==> src/rtl/kara_seq_ctrl_if.sv <==
// Operand, result and core buses of the Karatsuba sequencer.
// slave is the sequencer side; master is the source/sink/core side.
interface kara_seq_ctrl_if #(
  parameter int N = 8
);
  logic             in_valid;
  logic             in_ready;
  logic [2*N-1:0]   in_a;
  logic [2*N-1:0]   in_b;
  logic             out_valid;
  logic             out_ready;
  logic [4*N-1:0]   out_r;
  logic [N:0]       core_u;
  logic [N:0]       core_v;
  logic [2*N+1:0]   core_r;

  modport master (
    output in_valid, in_a, in_b, out_ready, core_r,
    input  in_ready, out_valid, out_r, core_u, core_v
  );

  modport slave (
    input  in_valid, in_a, in_b, out_ready, core_r,
    output in_ready, out_valid, out_r, core_u, core_v
  );
endinterface

==> src/rtl/kara_seq_ctrl.sv <==
// 2N x 2N multiplier sequencer: three passes through an external (N+1)-bit core, then combine.
// Define KARA_SEQ_CHECK_EN to add a sticky err output fed by a behavioural reference product.
module kara_seq_ctrl #(
  parameter int N        = 8,
  parameter int CORE_LAT = 0
) (
  input  logic           clk,
  input  logic           rst_n,
  kara_seq_ctrl_if.slave bus
`ifdef KARA_SEQ_CHECK_EN
  ,
  output logic           err
`endif
);

  localparam int CW = (CORE_LAT > 0) ? $clog2(CORE_LAT + 1) : 1;
  localparam logic [CW-1:0] LAST_WAIT = CW'(CORE_LAT);

  typedef enum logic [2:0] {
    S_IDLE = 3'd0,
    S_P0   = 3'd1,
    S_P2   = 3'd2,
    S_PM   = 3'd3,
    S_DONE = 3'd4
  } state_t;

  state_t           r_state;
  logic [CW-1:0]    r_wait;
  logic [N-1:0]     r_a0;
  logic [N-1:0]     r_a1;
  logic [N-1:0]     r_b0;
  logic [N-1:0]     r_b1;
  logic [2*N-1:0]   r_p0;
  logic [2*N-1:0]   r_p2;
  logic [4*N-1:0]   r_out_r;
  logic             r_out_valid;
  logic [N:0]       r_core_u;
  logic [N:0]       r_core_v;

  logic             w_last;
  logic             w_accept;
  logic             w_take;
  logic [N:0]       w_sum_a;
  logic [N:0]       w_sum_b;
  logic [2*N+1:0]   w_mid;
  logic [4*N-1:0]   w_prod;

  assign w_last   = (r_wait == LAST_WAIT);
  assign w_accept = bus.in_valid && (r_state == S_IDLE);
  assign w_take   = r_out_valid && bus.out_ready;
  assign w_sum_a  = {1'b0, r_a0} + {1'b0, r_a1};
  assign w_sum_b  = {1'b0, r_b0} + {1'b0, r_b1};

  // Middle term from the live PM product; its top bit is always zero but kept so the sum is exact.
  assign w_mid  = bus.core_r - {2'b00, r_p0} - {2'b00, r_p2};
  assign w_prod = {r_p2, {(2*N){1'b0}}}
                + {{(N-2){1'b0}}, w_mid, {N{1'b0}}}
                + {{(2*N){1'b0}}, r_p0};

  assign bus.in_ready  = (r_state == S_IDLE);
  assign bus.out_valid = r_out_valid;
  assign bus.out_r     = r_out_r;
  assign bus.core_u    = r_core_u;
  assign bus.core_v    = r_core_v;

  // Pass sequencer: operand latch, per-pass wait count, partial-product capture and result hold.
  always_ff @(posedge clk or negedge rst_n) begin
    if (!rst_n) begin
      r_state     <= S_IDLE;
      r_wait      <= '0;
      r_a0        <= '0;
      r_a1        <= '0;
      r_b0        <= '0;
      r_b1        <= '0;
      r_p0        <= '0;
      r_p2        <= '0;
      r_out_r     <= '0;
      r_out_valid <= 1'b0;
      r_core_u    <= '0;
      r_core_v    <= '0;
    end else begin
      case (r_state)
        S_IDLE: begin
          if (w_accept) begin
            r_a0     <= bus.in_a[N-1:0];
            r_a1     <= bus.in_a[2*N-1:N];
            r_b0     <= bus.in_b[N-1:0];
            r_b1     <= bus.in_b[2*N-1:N];
            r_core_u <= {1'b0, bus.in_a[N-1:0]};
            r_core_v <= {1'b0, bus.in_b[N-1:0]};
            r_wait   <= '0;
            r_state  <= S_P0;
          end else begin
            r_state  <= S_IDLE;
          end
        end
        S_P0: begin
          if (w_last) begin
            r_p0     <= bus.core_r[2*N-1:0];
            r_core_u <= {1'b0, r_a1};
            r_core_v <= {1'b0, r_b1};
            r_wait   <= '0;
            r_state  <= S_P2;
          end else begin
            r_wait   <= r_wait + CW'(1);
          end
        end
        S_P2: begin
          if (w_last) begin
            r_p2     <= bus.core_r[2*N-1:0];
            r_core_u <= w_sum_a;
            r_core_v <= w_sum_b;
            r_wait   <= '0;
            r_state  <= S_PM;
          end else begin
            r_wait   <= r_wait + CW'(1);
          end
        end
        S_PM: begin
          if (w_last) begin
            r_out_r     <= w_prod;
            r_out_valid <= 1'b1;
            r_core_u    <= '0;
            r_core_v    <= '0;
            r_wait      <= '0;
            r_state     <= S_DONE;
          end else begin
            r_wait      <= r_wait + CW'(1);
          end
        end
        S_DONE: begin
          if (w_take) begin
            r_out_valid <= 1'b0;
            r_state     <= S_IDLE;
          end else begin
            r_state     <= S_DONE;
          end
        end
        default: begin
          r_state     <= S_IDLE;
          r_wait      <= '0;
          r_out_valid <= 1'b0;
          r_core_u    <= '0;
          r_core_v    <= '0;
        end
      endcase
    end
  end

`ifdef KARA_SEQ_CHECK_EN
  logic [4*N-1:0] w_ref;

  assign w_ref = (4*N)'({r_a1, r_a0}) * (4*N)'({r_b1, r_b0});

  // Sticky flag: assembled result disagrees with the reference product at PM capture.
  always_ff @(posedge clk or negedge rst_n) begin
    if (!rst_n) begin
      err <= 1'b0;
    end else if ((r_state == S_PM) && w_last && (w_prod != w_ref)) begin
      err <= 1'b1;
    end else begin
      err <= err;
    end
  end
`endif

endmodule

==> src/flat_wrapper.sv <==
// flat-port wrapper written by rule: the top's interface ports become plain ports
module kara_seq_ctrl_flat 
#(
  parameter int N        = 8,
  parameter int CORE_LAT = 0
)
  (clk, rst_n, bus_in_valid, bus_in_a, bus_in_b, bus_out_ready, bus_core_r, bus_in_ready, bus_out_valid, bus_out_r, bus_core_u, bus_core_v);
  kara_seq_ctrl_if #(.N(N)) bus_i ();
  input  logic clk;
  input  logic rst_n;
  input wire logic [$bits(bus_i.in_valid)-1:0] bus_in_valid;
  input wire logic [$bits(bus_i.in_a)-1:0] bus_in_a;
  input wire logic [$bits(bus_i.in_b)-1:0] bus_in_b;
  input wire logic [$bits(bus_i.out_ready)-1:0] bus_out_ready;
  input wire logic [$bits(bus_i.core_r)-1:0] bus_core_r;
  output wire logic [$bits(bus_i.in_ready)-1:0] bus_in_ready;
  output wire logic [$bits(bus_i.out_valid)-1:0] bus_out_valid;
  output wire logic [$bits(bus_i.out_r)-1:0] bus_out_r;
  output wire logic [$bits(bus_i.core_u)-1:0] bus_core_u;
  output wire logic [$bits(bus_i.core_v)-1:0] bus_core_v;
  assign bus_i.in_valid = bus_in_valid;
  assign bus_i.in_a = bus_in_a;
  assign bus_i.in_b = bus_in_b;
  assign bus_i.out_ready = bus_out_ready;
  assign bus_i.core_r = bus_core_r;
  assign bus_in_ready = bus_i.in_ready;
  assign bus_out_valid = bus_i.out_valid;
  assign bus_out_r = bus_i.out_r;
  assign bus_core_u = bus_i.core_u;
  assign bus_core_v = bus_i.core_v;
  kara_seq_ctrl #(.N(N), .CORE_LAT(CORE_LAT)) u_core (.clk(clk), .rst_n(rst_n), .bus(bus_i));
endmodule
==> config.mk <==
export PLATFORM = sky130hd
export DESIGN_NAME = kara_seq_ctrl_flat
export DESIGN_NICKNAME = d
export VERILOG_FILES = /design/src/rtl/kara_seq_ctrl_if.sv /design/src/rtl/kara_seq_ctrl.sv /design/src/flat_wrapper.sv
export SDC_FILE = /design/constraint.sdc
export NUM_CORES = 1
export LEC_CHECK = 0
export BUFFER_PORTS_ARGS = -buffer_cell sky130_fd_sc_hd__buf_2
export CAP_MARGIN = 5
export CORE_ASPECT_RATIO = 0.8
export CORE_MARGIN = 5
export CORE_UTILIZATION = 38
export CTS_CLUSTER_SIZE = 24
export DETAILED_ROUTE_END_ITERATION = 12
export GPL_ROUTABILITY_DRIVEN = 0
export REMOVE_ABC_BUFFERS = 1
export SYNTH_ARGS = -nofsm -noshare
export SYNTH_HDL_FRONTEND = slang
export SYNTH_SLANG_ARGS = --single-unit
==> constraint.sdc <==
create_clock -name clk -period 5.65 [get_ports clk]
set_input_delay 0.565 -clock clk [delete_from_list [all_inputs] [get_ports clk]]
set_output_delay 0.565 -clock clk [all_outputs]
set_load 0.005 [all_outputs]
Word level (Yosys, flattened, before mapping) --
Cells that the tools add are included. W data, S select, Z words.
Word-level totals: register bits after elaboration 119, output and inout port bits 52, word-level logic and storage cells 65
Operators by class: add/sub/neg operators 7, equality and inequality tests 9, mux-type cells 21, bitwise logic cells 3, reduce and logical (&&, ||, !) cells 13
Operator list (number):
- $pmux W9 S5 | 2
- $mux W9 | 7
- $sub A18 B16 Y18 | 2
- $add A32 B16 Y32 | 1
- $add A32 B26 Y32 | 1
- $add A8 B8 Y9 | 2
- $pmux W3 S5 | 1
- $mux W3 | 4
- $reduce_and A2 Y1 | 5
- $eq A3 B2 Y1 const B | 2
- $ne A2 B2 Y1 const B | 3
- $pmux W1 S3 | 2
- $reduce_and A3 Y1 | 2
- $reduce_or A3 Y1 | 2
- $mux W1 | 5
- $reduce_and A5 Y1 | 1
- $ne A2 B1 Y1 const B | 2
- $eq A3 B1 Y1 const B | 1
- $eq A3 B3 Y1 const B | 1
- $logic_not A3 Y1 | 1
- $not A1 Y1 | 3
- $logic_and A1 B1 Y1 | 2
- $add A1 B1 Y1 const B | 1

Longest topological paths before layout --
Gate-level depths: netlist of the first run.
depth in word-level cells 4, gate-level depth with buffers 21

Worst setup path before layout of the first run --
Ideal clock, no wire load.
path type input-to-reg, start point input bus_core_r[0], end point register u_core.r_out_r[25], in the netlist u_core.bus.out_r[25], library setup time 0.133 ns, arrival 4.796 ns, slack 0.721 ns, stages 20, cells stage by stage fa_1 -> inv_1 -> ha_1 -> or2_2 -> fa_1 -> a211oi_2 -> nor2_1 -> or4_1 -> a21o_1 -> a21o_1 -> a21oi_1 -> xnor2_1 -> ha_1 -> a21o_1 -> a21boi_0 -> o211ai_1 -> o21ai_0 -> o21ai_0 -> xnor2_1 -> o21ai_0
On the way: longest elaborated chain between the ends 4
RTL lines:
- start: declaration | RTL line flat_wrapper.sv:15 | input wire logic [$bits(bus_i.core_r)-1:0] bus_core_r;
- $sub A18 B16 Y18 (2 in a row) | RTL line kara_seq_ctrl.sv:55 | assign w_mid = bus.core_r - {2'b00, r_p0} - {2'b00, r_p2};
- $add A32 B26 Y32 | RTL line kara_seq_ctrl.sv:57 | + {{(N-2){1'b0}}, w_mid, {N{1'b0}}}
- $add A32 B16 Y32 | RTL line kara_seq_ctrl.sv:58 | + {{(2*N){1'b0}}, r_p0};
- end signal: assignment | RTL line kara_seq_ctrl.sv:121 | r_out_r <= w_prod;
- end: declaration | RTL line kara_seq_ctrl.sv:35 | logic [4*N-1:0] r_out_r;
No other way between the ends. A chain may end at the register's enable or synchronous reset.

Worst setup path after layout of the first run --
start point register u_core.r_p2[0], end point register u_core.r_out_r[28], in the netlist u_core.bus.out_r[28]
On the way: longest elaborated chain between the ends 3
RTL lines:
- start: declaration | RTL line kara_seq_ctrl.sv:34 | logic [2*N-1:0] r_p2;
- start signal: assignment | RTL line kara_seq_ctrl.sv:110 | r_p2 <= bus.core_r[2*N-1:0];
- $sub A18 B16 Y18 | RTL line kara_seq_ctrl.sv:55
- $add A32 B26 Y32 (*) | RTL line kara_seq_ctrl.sv:57
- $add A32 B16 Y32 (*) | RTL line kara_seq_ctrl.sv:58
Every way passes the cells marked *; elsewhere a longest branch is shown, timed or not.

==> results of run 1 <==
worst max-delay path, stage by stage (launching register included):
cell      delay (ns)
dfrtp_1         0.39
inv_1           0.09
fa_1            0.55
inv_1           0.05
ha_1            0.18
or2_2           0.28
fa_1            0.43
a211oi_2        0.23
nor2_1          0.09
or4_1           0.43
a21o_1          0.22
a21o_1          0.17
a21oi_1         0.17
xnor2_1         0.12
ha_1            0.40
o21ai_0         0.12
a21oi_1         0.18
o21ai_0         0.10
a211oi_1        0.44
o21ai_0         0.22
xnor2_1         0.15
o21ai_0         0.08
through the flow:
step                setup slack (ns)  area [sq um]  instances  utilization, %  hold WS [ns]
finish                         0.398          8750       1117            46.2         0.291
global route                  0.0369          8750       1117            46.2         0.357
CTS                            0.446          8750       1117            46.2         0.339
detailed placement             0.225          8130       1085            43.0         0.465
global placement               0.236          8130       1085            43.0         0.456
floorplan                      0.669          7200        713               -         0.269
worst max-delay path by stage:
stage,depth (start not counted),endpoint,slack [ns]
final,21,u_core.bus.out_r[28],0.40
after CTS,21,u_core.bus.out_r[30],0.45
after detailed placement,21,u_core.bus.out_r[30],0.23
after global placement,21,u_core.bus.out_r[30],0.24
after floorplan,20,u_core.bus.out_r[25],0.67
after global routing,21,u_core.bus.out_r[28],0.04
sequential cells by signal (all words and copies together), names as in the netlist:
name and flops:
u_core.bus.out_r 32, u_core.r_p0 16, u_core.r_p2 16, u_core.bus.core_u 9
u_core.bus.core_v 9, u_core.r_a0 8, u_core.r_a1 8, u_core.r_b0 8
u_core.r_b1 8, u_core.r_state 3, u_core.bus.out_valid 1
layer usage:
layer	vias up	share of wire [%]	global-route usage, %
met1	2679	54	26.3
met2	98	41	23.3
li1	2842	-	-
met5	-	0.072	0
met3	11	5.0	4.67
met4	2	0.77	3.51
cell type report:
cell class	count	area share, %
Sequential cell	118	33.8
Clock buffer	20	5.33
Inverter	41	1.76
Multi-Input combinational cell	554	46.9
Clock inverter	12	1.72
Timing Repair Buffer	114	6.81
Tap cell	258	3.69
cells in the mapped netlist (2+ instances only):
cell / instances
a21oi_1: 50
a22oi_1: 5
nor3_1: 3
a21o_1: 22
a31oi_1: 4
nand2b_1: 4
nor2_1: 30
mux2_2: 35
xnor2_1: 28
clkbuf_1: 21
ha_1: 57
nand2_1: 93
o21a_1: 6
nor2b_1: 4
o41ai_1: 2
dfrtp_1: 118
mux2i_1: 11
o22ai_1: 5
nand3_1: 6
and2_1: 4
a211o_1: 2
o31ai_1: 3
a211oi_1: 3
a22o_1: 4
o211ai_1: 6
a21boi_0: 3
buf_2: 3
nand4_1: 4
fa_1: 19
o221ai_1: 2
o21bai_1: 7
and3_1: 5
nand4b_1: 2
xor2_1: 16
inv_1: 41
o21ai_0: 85
a222oi_1: 4
cell families (layout without fill, tap and decap cells):
family / count (synthesis) / after routing / synth area share [%]
AOI/OAI and AO/OA: 226 / 226 / 19.2
xor gates and xnor gates: 44 / 44 / 5.28
adders and majority gates: 76 / 76 / 15.0
buffers and inverters: 66 / 187 / 3.44
DFF: 118 / 118 / 40.4
muxes: 47 / 47 / 7.06
and+or+nand+nor: 161 / 161 / 9.60
==> results_dict.tcl, run 1 <==
set metrics [dict create \
    outcome "completed" \
    worst_skew_ns 0.00660 \
    path_clk_slew_ns 0.06 \
    synth.largest_area_cell "dfrtp_1" \
    grt_max_degree 76 \
    dp.final_hpwl_mm 13.6 \
    vias_per_cell 5.04 \
    worstSetupPathType "reg -> reg" \
    post_synth_instance_area_sq_um 7300 \
    synthFlopType "dfrtp_1" \
    crit_path_start "u_core.r_p2[0]" \
    clkLatencyLatePin_ns 0.42 \
    fin_setup_tns_ns 0 \
    design.final.nets 976 \
    critical_path_arrival_ns 5.52 \
    detailedRoute.firstIterationViolations 376 \
    cts_resized 0 \
    vias_in_the_first_global_route 5436 \
    routed-via-count 5632 \
    root_buffer "clkbuf_16" \
    post_cts.repair.setup_buffers 0 \
    floorplan.die_area_sq_um 22100 \
    worstSetupEndpointType "flop" \
    routedWlPerCell_microns 16.2 \
    fp.dieW_microns 165 \
    diodes 0 \
    port_buffers 105 \
    r2r.worst_path.cells 21 \
    yosys_warnings 0 \
    final_max_slew_viol_count 0 \
    async_flop_share_pct 100 \
    most-common-layout-cells "118 x dfrtp_1, 104 x buf_2, 93 x nand2_1, 85 x o21ai_0, 57 x ha_1" \
    sequential_cell_area_sq_um 2950 \
    route.detailed.drc 0 \
    worstMarginPinSlew_ns 0.975 \
    regToRegEndpoint "u_core.bus.out_r[28]" \
    first_pass_iters 4 \
    maxCapViolations 0 \
    reg2reg_from "u_core.r_p2[0]" \
    placeableCoreArea_sq_um 18900 \
    synth_cell_types 58 \
    post-route-period-util_pct 93.0 \
    die_y_microns 134 \
    gr-usage-all-layers_pct 16.9 \
    clockBufferDepth 2 \
    worstHoldPathType "in -> async" \
    synth_edf_count 0 \
    achievable-frequency_mhz 190 \
    synth.yosys.seq_area_share_pct 40.4 \
    multiInputGateArea_sq_um 4110 \
    globalRouteOverflowTotal 0 \
    layout.cells.most_common "dfrtp_1" \
    postCtsHoldBufs 0 \
    slew_headroom_pct 35.0 \
    final-hold-violation-count 0 \
    yosys.area.top_type_share_pct 40.4 \
    synth_area_per_cell_sq_um 9.89 \
    route.antenna.remaining_nets 0 \
    antenna_found_initial 1 \
    synth_seq_cells 118 \
    area.growth.synth_to_final_pct 19.8 \
    worstSetupStartpointType "flop" \
    netlist_instances 738 \
    grt_first_pass_wirelength_mm 29.4 \
    detail_route.wirelength_mm 18.1 \
    critPathRequiredTime_ns 5.92 \
    cts.htree.levels 4 \
    io_pins 106 \
    core.rowCount 45 \
    finalSetupViolCount 0 \
    netlist_top_cells_area "dfrtp_1 40%, ha_1 9.8%, o21ai_0 5.8%, mux2_2 5.4%, fa_1 5.2%" \
    clock-sinks 118 \
    tritoncts "built" \
    initial_utilization_pct 38.6 \
    worst-path-max-fanout 6 \
    fillers 1861 \
    rsz0062_at_grt "no" \
    cts-buffers-inserted 17 \
    r2r_slack_ns 0.40 \
    finalCriticalPeriod_ns 5.25 \
    final_layout_size_suffix_gt1_share_pct 22.0 \
]
Power of run 1 is left out: the tool's default activity adds up to more than one toggle a clock period on the data nets, which glitch-free logic cannot reach.
==> run 2: changes to the inputs <==
- CORE_UTILIZATION: 38 -> 55
- PLACE_DENSITY: default -> 0.77
==> run 2 against run 1 <==
Effect of this change:
- hold slack worse by 0.19 ns
- via count increased by 7.0%
- critical path depth decreased by 2
- sequential share of layout area up 0.33 points
- core utilization rose by 21 points
==> results_dict.tcl, run 2 (synthesis results as in run 1) <==
set metrics [dict create \
    worstHoldPathType "in -> async" \
    rsz0062_at_grt "no" \
    die_y_microns 113 \
    detail_route.wirelength_mm 18.5 \
    routedWlPerCell_microns 18.0 \
    regToRegEndpoint "u_core.bus.out_r[30]" \
    post-route-period-util_pct 93.4 \
    first_pass_iters 7 \
    outcome "completed" \
    worst_skew_ns 0.00596 \
    path_cells "inv_1, fa_1, inv_1, ha_1, or2_2, fa_1, a211oi_2, nor2_1, or4_1, a31o_1, a21boi_0, xnor2_1, ha_1, and3_1, nand2_1, a211oi_1, o2111ai_1, xnor2_1, o21ai_0" \
    slew_headroom_pct 23.1 \
    clkLatencyLatePin_ns 0.43 \
    route.detailed.drc 0 \
    reg2reg_from "u_core.r_p2[0]" \
    r2r.worst_path.cells 19 \
    maxCapViolations 0 \
    final-hold-violation-count 0 \
    gr-usage-all-layers_pct 24.6 \
    vias_in_the_first_global_route 6153 \
    dp.final_hpwl_mm 13.5 \
    tritoncts "built" \
    final_max_slew_viol_count 0 \
    globalRouteOverflowTotal 0 \
    critPathMaxStageDelay_ns 0.53 \
    cp_slowest_cell "fa_1" \
    detailedRoute.firstIterationViolations 466 \
    largest_register_ffs 32 \
    design.final.nets 972 \
    worstSetupStartpointType "flop" \
    postCtsHoldBufs 0 \
    placeableCoreArea_sq_um 12900 \
    cts-buffers-inserted 17 \
    final_layout_size_suffix_gt1_share_pct 21.8 \
    initial_utilization_pct 56.5 \
    grt_max_degree 81 \
    finalSetupViolCount 0 \
    r2r_slack_ns 0.37 \
    fin_setup_tns_ns 0 \
    clockBufferDepth 2 \
    finalCriticalPeriod_ns 5.28 \
    root_buffer "clkbuf_16" \
    grt_first_pass_wirelength_mm 30.8 \
    cts_resized 0 \
    core.rowCount 37 \
    diodes 0 \
    fillers 1006 \
    worst-path-max-fanout 4 \
    worstMarginPinSlew_ns 1.15 \
    clock-sinks 118 \
    port_buffers 105 \
    worstSetupEndpointType "flop" \
    layout.cells.most_common "dfrtp_1" \
    critical-path-top-delay-family "adder cells" \
    cts.htree.levels 4 \
    critical_path_arrival_ns 5.55 \
    antenna_found_initial 1 \
    worstSetupPathType "reg -> reg" \
    most-common-layout-cells "118 x dfrtp_1, 104 x buf_2, 93 x nand2_1, 84 x o21ai_0, 57 x ha_1" \
    floorplan.die_area_sq_um 15700 \
    worst-path-buf-inv 2 \
    vias_per_cell 5.85 \
    achievable-frequency_mhz 190 \
    critPathRequiredTime_ns 5.93 \
    route.antenna.remaining_nets 0 \
    io_pins 106 \
    routed-via-count 6027 \
    fp.dieW_microns 139 \
    post_cts.repair.setup_buffers 0 \
    area.growth.synth_to_final_pct 18.7 \
    path_clk_slew_ns 0.05 \
]
[run 2: cell count changes in the layout (fill, tap and decap cells not counted), sizes merged]
| cell | before | now |
|---|---|---|
| buf | 114 | 110 |
| bufinv | 3 | 5 |
| clkinv | 5 | 4 |
| inv | 42 | 41 |
[run 2: metal layers]
metal	GRT usage (%)	part of all wire, %	up-vias
met5	0	0.070	-
met4	7.63	1.7	2
met3	8.28	7.0	38
met2	38.7	46	192
met1	32.5	45	2968
li1	-	-	2827
[run 2: cell type report]
cell class	count	area, sq um	share of cell area, %
well taps	175	219	2.53
repair buffers	110	566	6.53
inverters	41	154	1.78
clock inverters	12	200	2.31
multi-input cells	554	4120	47.5
clock buffers	20	457	5.27
flip-flops and latches	118	2950	34.1
[run 2: worst max-delay path by stage]
stage,startpoint,slack [ns],to,depth (start not counted)
finish,u_core.r_p2[0],0.37,u_core.bus.out_r[30],19
global route,u_core.r_p2[0],0.14,u_core.bus.out_r[25],21
CTS,u_core.r_p2[0],0.36,u_core.bus.out_r[25],21
detailed placement,bus_core_r[0],0.12,u_core.bus.out_r[25],21
global placement,bus_core_r[0],0.28,u_core.bus.out_r[25],21
floorplan,bus_core_r[0],0.67,u_core.bus.out_r[25],20
[run 2: through the flow]
step	area (sq um)	cells	util (%)	setup WS [ns]	hold slack (ns)
after global placement	8010	998	62.0	0.280	0.456
after global routing	8660	1030	67.1	0.142	0.143
after detailed placement	8010	998	62.0	0.122	0.465
after floorplan	7200	713	-	0.669	0.269
final	8660	1030	67.1	0.373	0.103
after CTS	8660	1030	67.1	0.362	0.115
[run 2: worst reg2reg max path: stages (launching register included)]
cell,delay (ns)
dfrtp_1,0.39
inv_1,0.09
fa_1,0.53
inv_1,0.05
ha_1,0.18
or2_2,0.29
fa_1,0.43
a211oi_2,0.23
nor2_1,0.09
or4_1,0.44
a31o_1,0.28
a21boi_0,0.29
xnor2_1,0.18
ha_1,0.39
and3_1,0.26
nand2_1,0.11
a211oi_1,0.42
o2111ai_1,0.20
xnor2_1,0.16
o21ai_0,0.10
Power of run 2 is left out for the same reason.
==> run 3: changes to the inputs <==
- CORE_UTILIZATION: 55 -> 24
- PLACE_DENSITY: 0.77 -> default
==> run 3 against run 2 <==
Effect of this change:
- flip-flop and latch count unchanged
- clock-buffer cell count fell by 3
- highest routed layer unchanged
- fmax is 0.93% higher
==> results_dict.tcl, run 3 (synthesis results as in run 1) <==
set metrics [dict create \
    route.antenna.remaining_nets 0 \
    post-route-period-util_pct 92.5 \
    grt_most_used_layer "met1" \
    worst_skew_ns 0.00828 \
    detailedRoute.firstIterationViolations 319 \
    finalCriticalPeriod_ns 5.23 \
    maxCapViolations 0 \
    vias_in_the_first_global_route 5795 \
    routedWlPerCell_microns 15.6 \
    port_buffers 105 \
    globalRouteOverflowTotal 0 \
    final-hold-violation-count 0 \
    critical-path-top-delay-family "compound AO/OA/AOI/OAI gates" \
    gr-usage-met2_pct 16.4 \
    r2r.worst_path.cells 21 \
    routed-via-count 5850 \
    worstSetupStartpointType "flop" \
    clock-sinks 118 \
    antenna_found_initial 10 \
    fp.dieW_microns 205 \
    root_buffer "clkbuf_16" \
    grt_first_pass_wirelength_mm 31.9 \
    path_cells "inv_1, fa_1, inv_1, ha_1, or2_2, fa_1, a211oi_2, nor2_1, or4_1, a21o_1, a21o_1, a21oi_1, xnor2_1, ha_1, a21o_1, a21boi_0, o211ai_1, o21ai_1, o21ai_0, xnor2_1, o21ai_0" \
    worst-path-buf-inv 2 \
    layout.cells.most_common "dfrtp_1" \
    cts.htree.levels 4 \
    use_met1_pct 17.0 \
    final_max_slew_viol_count 0 \
    largest_register_ffs 32 \
    postCtsHoldBufs 0 \
    gr-usage-all-layers_pct 11.9 \
    tritoncts "built" \
    die_y_microns 166 \
    floorplan.die_area_sq_um 34000 \
    initial_utilization_pct 24.2 \
    critPathMaxStageDelay_ns 0.54 \
    core.rowCount 57 \
    worstHoldPathType "in -> async" \
    clockBufferDepth 2 \
    worstSetupEndpointType "flop" \
    critical_path_arrival_ns 5.50 \
    area.growth.synth_to_final_pct 22.3 \
    rsz0062_at_grt "no" \
    dp.final_hpwl_mm 15.2 \
    design.final.nets 974 \
    path_clk_slew_ns 0.06 \
    worstSetupPathType "reg -> reg" \
    io_pins 106 \
    critPathRequiredTime_ns 5.92 \
    cp_slowest_cell "fa_1" \
    worstMarginPinSlew_ns 0.970 \
    slew_headroom_pct 35.0 \
    detail_route.wirelength_mm 19.8 \
    grt_max_degree 64 \
    clkLatencyLatePin_ns 0.42 \
    final_layout_size_suffix_gt1_share_pct 22.0 \
    most-common-layout-cells "118 x dfrtp_1, 104 x buf_2, 93 x nand2_1, 84 x o21ai_0, 57 x ha_1" \
    achievable-frequency_mhz 191 \
    route.detailed.drc 0 \
    cts-buffers-inserted 17 \
    finalSetupViolCount 0 \
    fin_setup_tns_ns 0 \
    worst-path-max-fanout 3 \
    critical_path_cell_count 21 \
    placeableCoreArea_sq_um 30200 \
    worst_path_most_repeated_cell "a21o_1" \
    vias_per_cell 4.60 \
    outcome "completed" \
    first_pass_iters 4 \
    globalRouteMet3Util_pct 3.85 \
]
==> run 3: cell count changes in the layout (fill, tap and decap cells not counted), sizes merged <==
cell      delta
bufinv       -2
clkinvlp     -1
buf          +2
inv          +4
clkinv       +1
clkbuf       -3
diode        +3
==> run 3: layout make-up <==
| class | instances | area [sq um] |
|---|---|---|
| clock buffer | 17 | 425 |
| multi-input combinational | 554 | 4120 |
| timing repair buffer | 112 | 581 |
| fill | 3143 | 21200 |
| sequential | 118 | 2950 |
| antenna | 3 | 7.51 |
| tap | 413 | 517 |
| inverter | 41 | 154 |
| clock inverter | 14 | 176 |
==> run 3: timing repair <==
action	CTS	global route
hold endpoints to repair	0	0
buffers inserted	0	0
gates resized for setup	0	2
endpoints found under the setup margin	0	3
==> run 3: worst paths after layout <==
path | from | end | slack [ns]
worst min register to register | u_core.bus.out_r[10] | u_core.bus.out_r[10] | 0.47
worst max-delay path | u_core.r_p2[0] | u_core.bus.out_r[25] | 0.42
worst max register to register | u_core.r_p2[0] | u_core.bus.out_r[25] | 0.42
min in group clk | bus_in_a[10] | u_core.r_a1[2] | 0.36
worst min-delay path | rst_n | u_core.bus.core_v[3] | 0.08
max in group asynchronous | rst_n | u_core.bus.core_u[8] | 4.60
==> run 3: worst reg2reg max path, cell delays in order, from the launching register on <==
cell      delay, ns
dfrtp_1        0.40
inv_1          0.09
fa_1           0.54
inv_1          0.05
ha_1           0.19
or2_2          0.28
fa_1           0.43
a211oi_2       0.23
nor2_1         0.09
or4_1          0.46
a21o_1         0.23
a21o_1         0.17
a21oi_1        0.17
xnor2_1        0.16
ha_1           0.26
a21o_1         0.19
a21boi_0       0.27
o211ai_1       0.15
o21ai_1        0.33
o21ai_0        0.18
xnor2_1        0.15
o21ai_0        0.08
==> run 3: through the flow <==
stage | utilization (%) | instances | area [sq um] | hold WS (ns) | worst slack (ns)
after CTS | 29.6 | 1269 | 8920 | 0.0802 | 0.262
after global routing | 29.6 | 1272 | 8930 | 0.112 | 0.0787
final | 29.6 | 1272 | 8930 | 0.0830 | 0.422
after floorplan | - | 713 | 7200 | 0.269 | 0.669
after detailed placement | 27.6 | 1238 | 8310 | 0.468 | 0.0564
after global placement | 27.6 | 1238 | 8310 | 0.460 | 0.174
==> run 3: per-layer routing <==
| layer | up-vias | routed length [microns] |
|---|---|---|
| met5 | - | 105 |
| met4 | 14 | 571 |
| met3 | 42 | 1120 |
| met2 | 141 | 8210 |
| met1 | 2817 | 9780 |
| li1 | 2836 | - |
Power of run 3 is left out for the same reason.
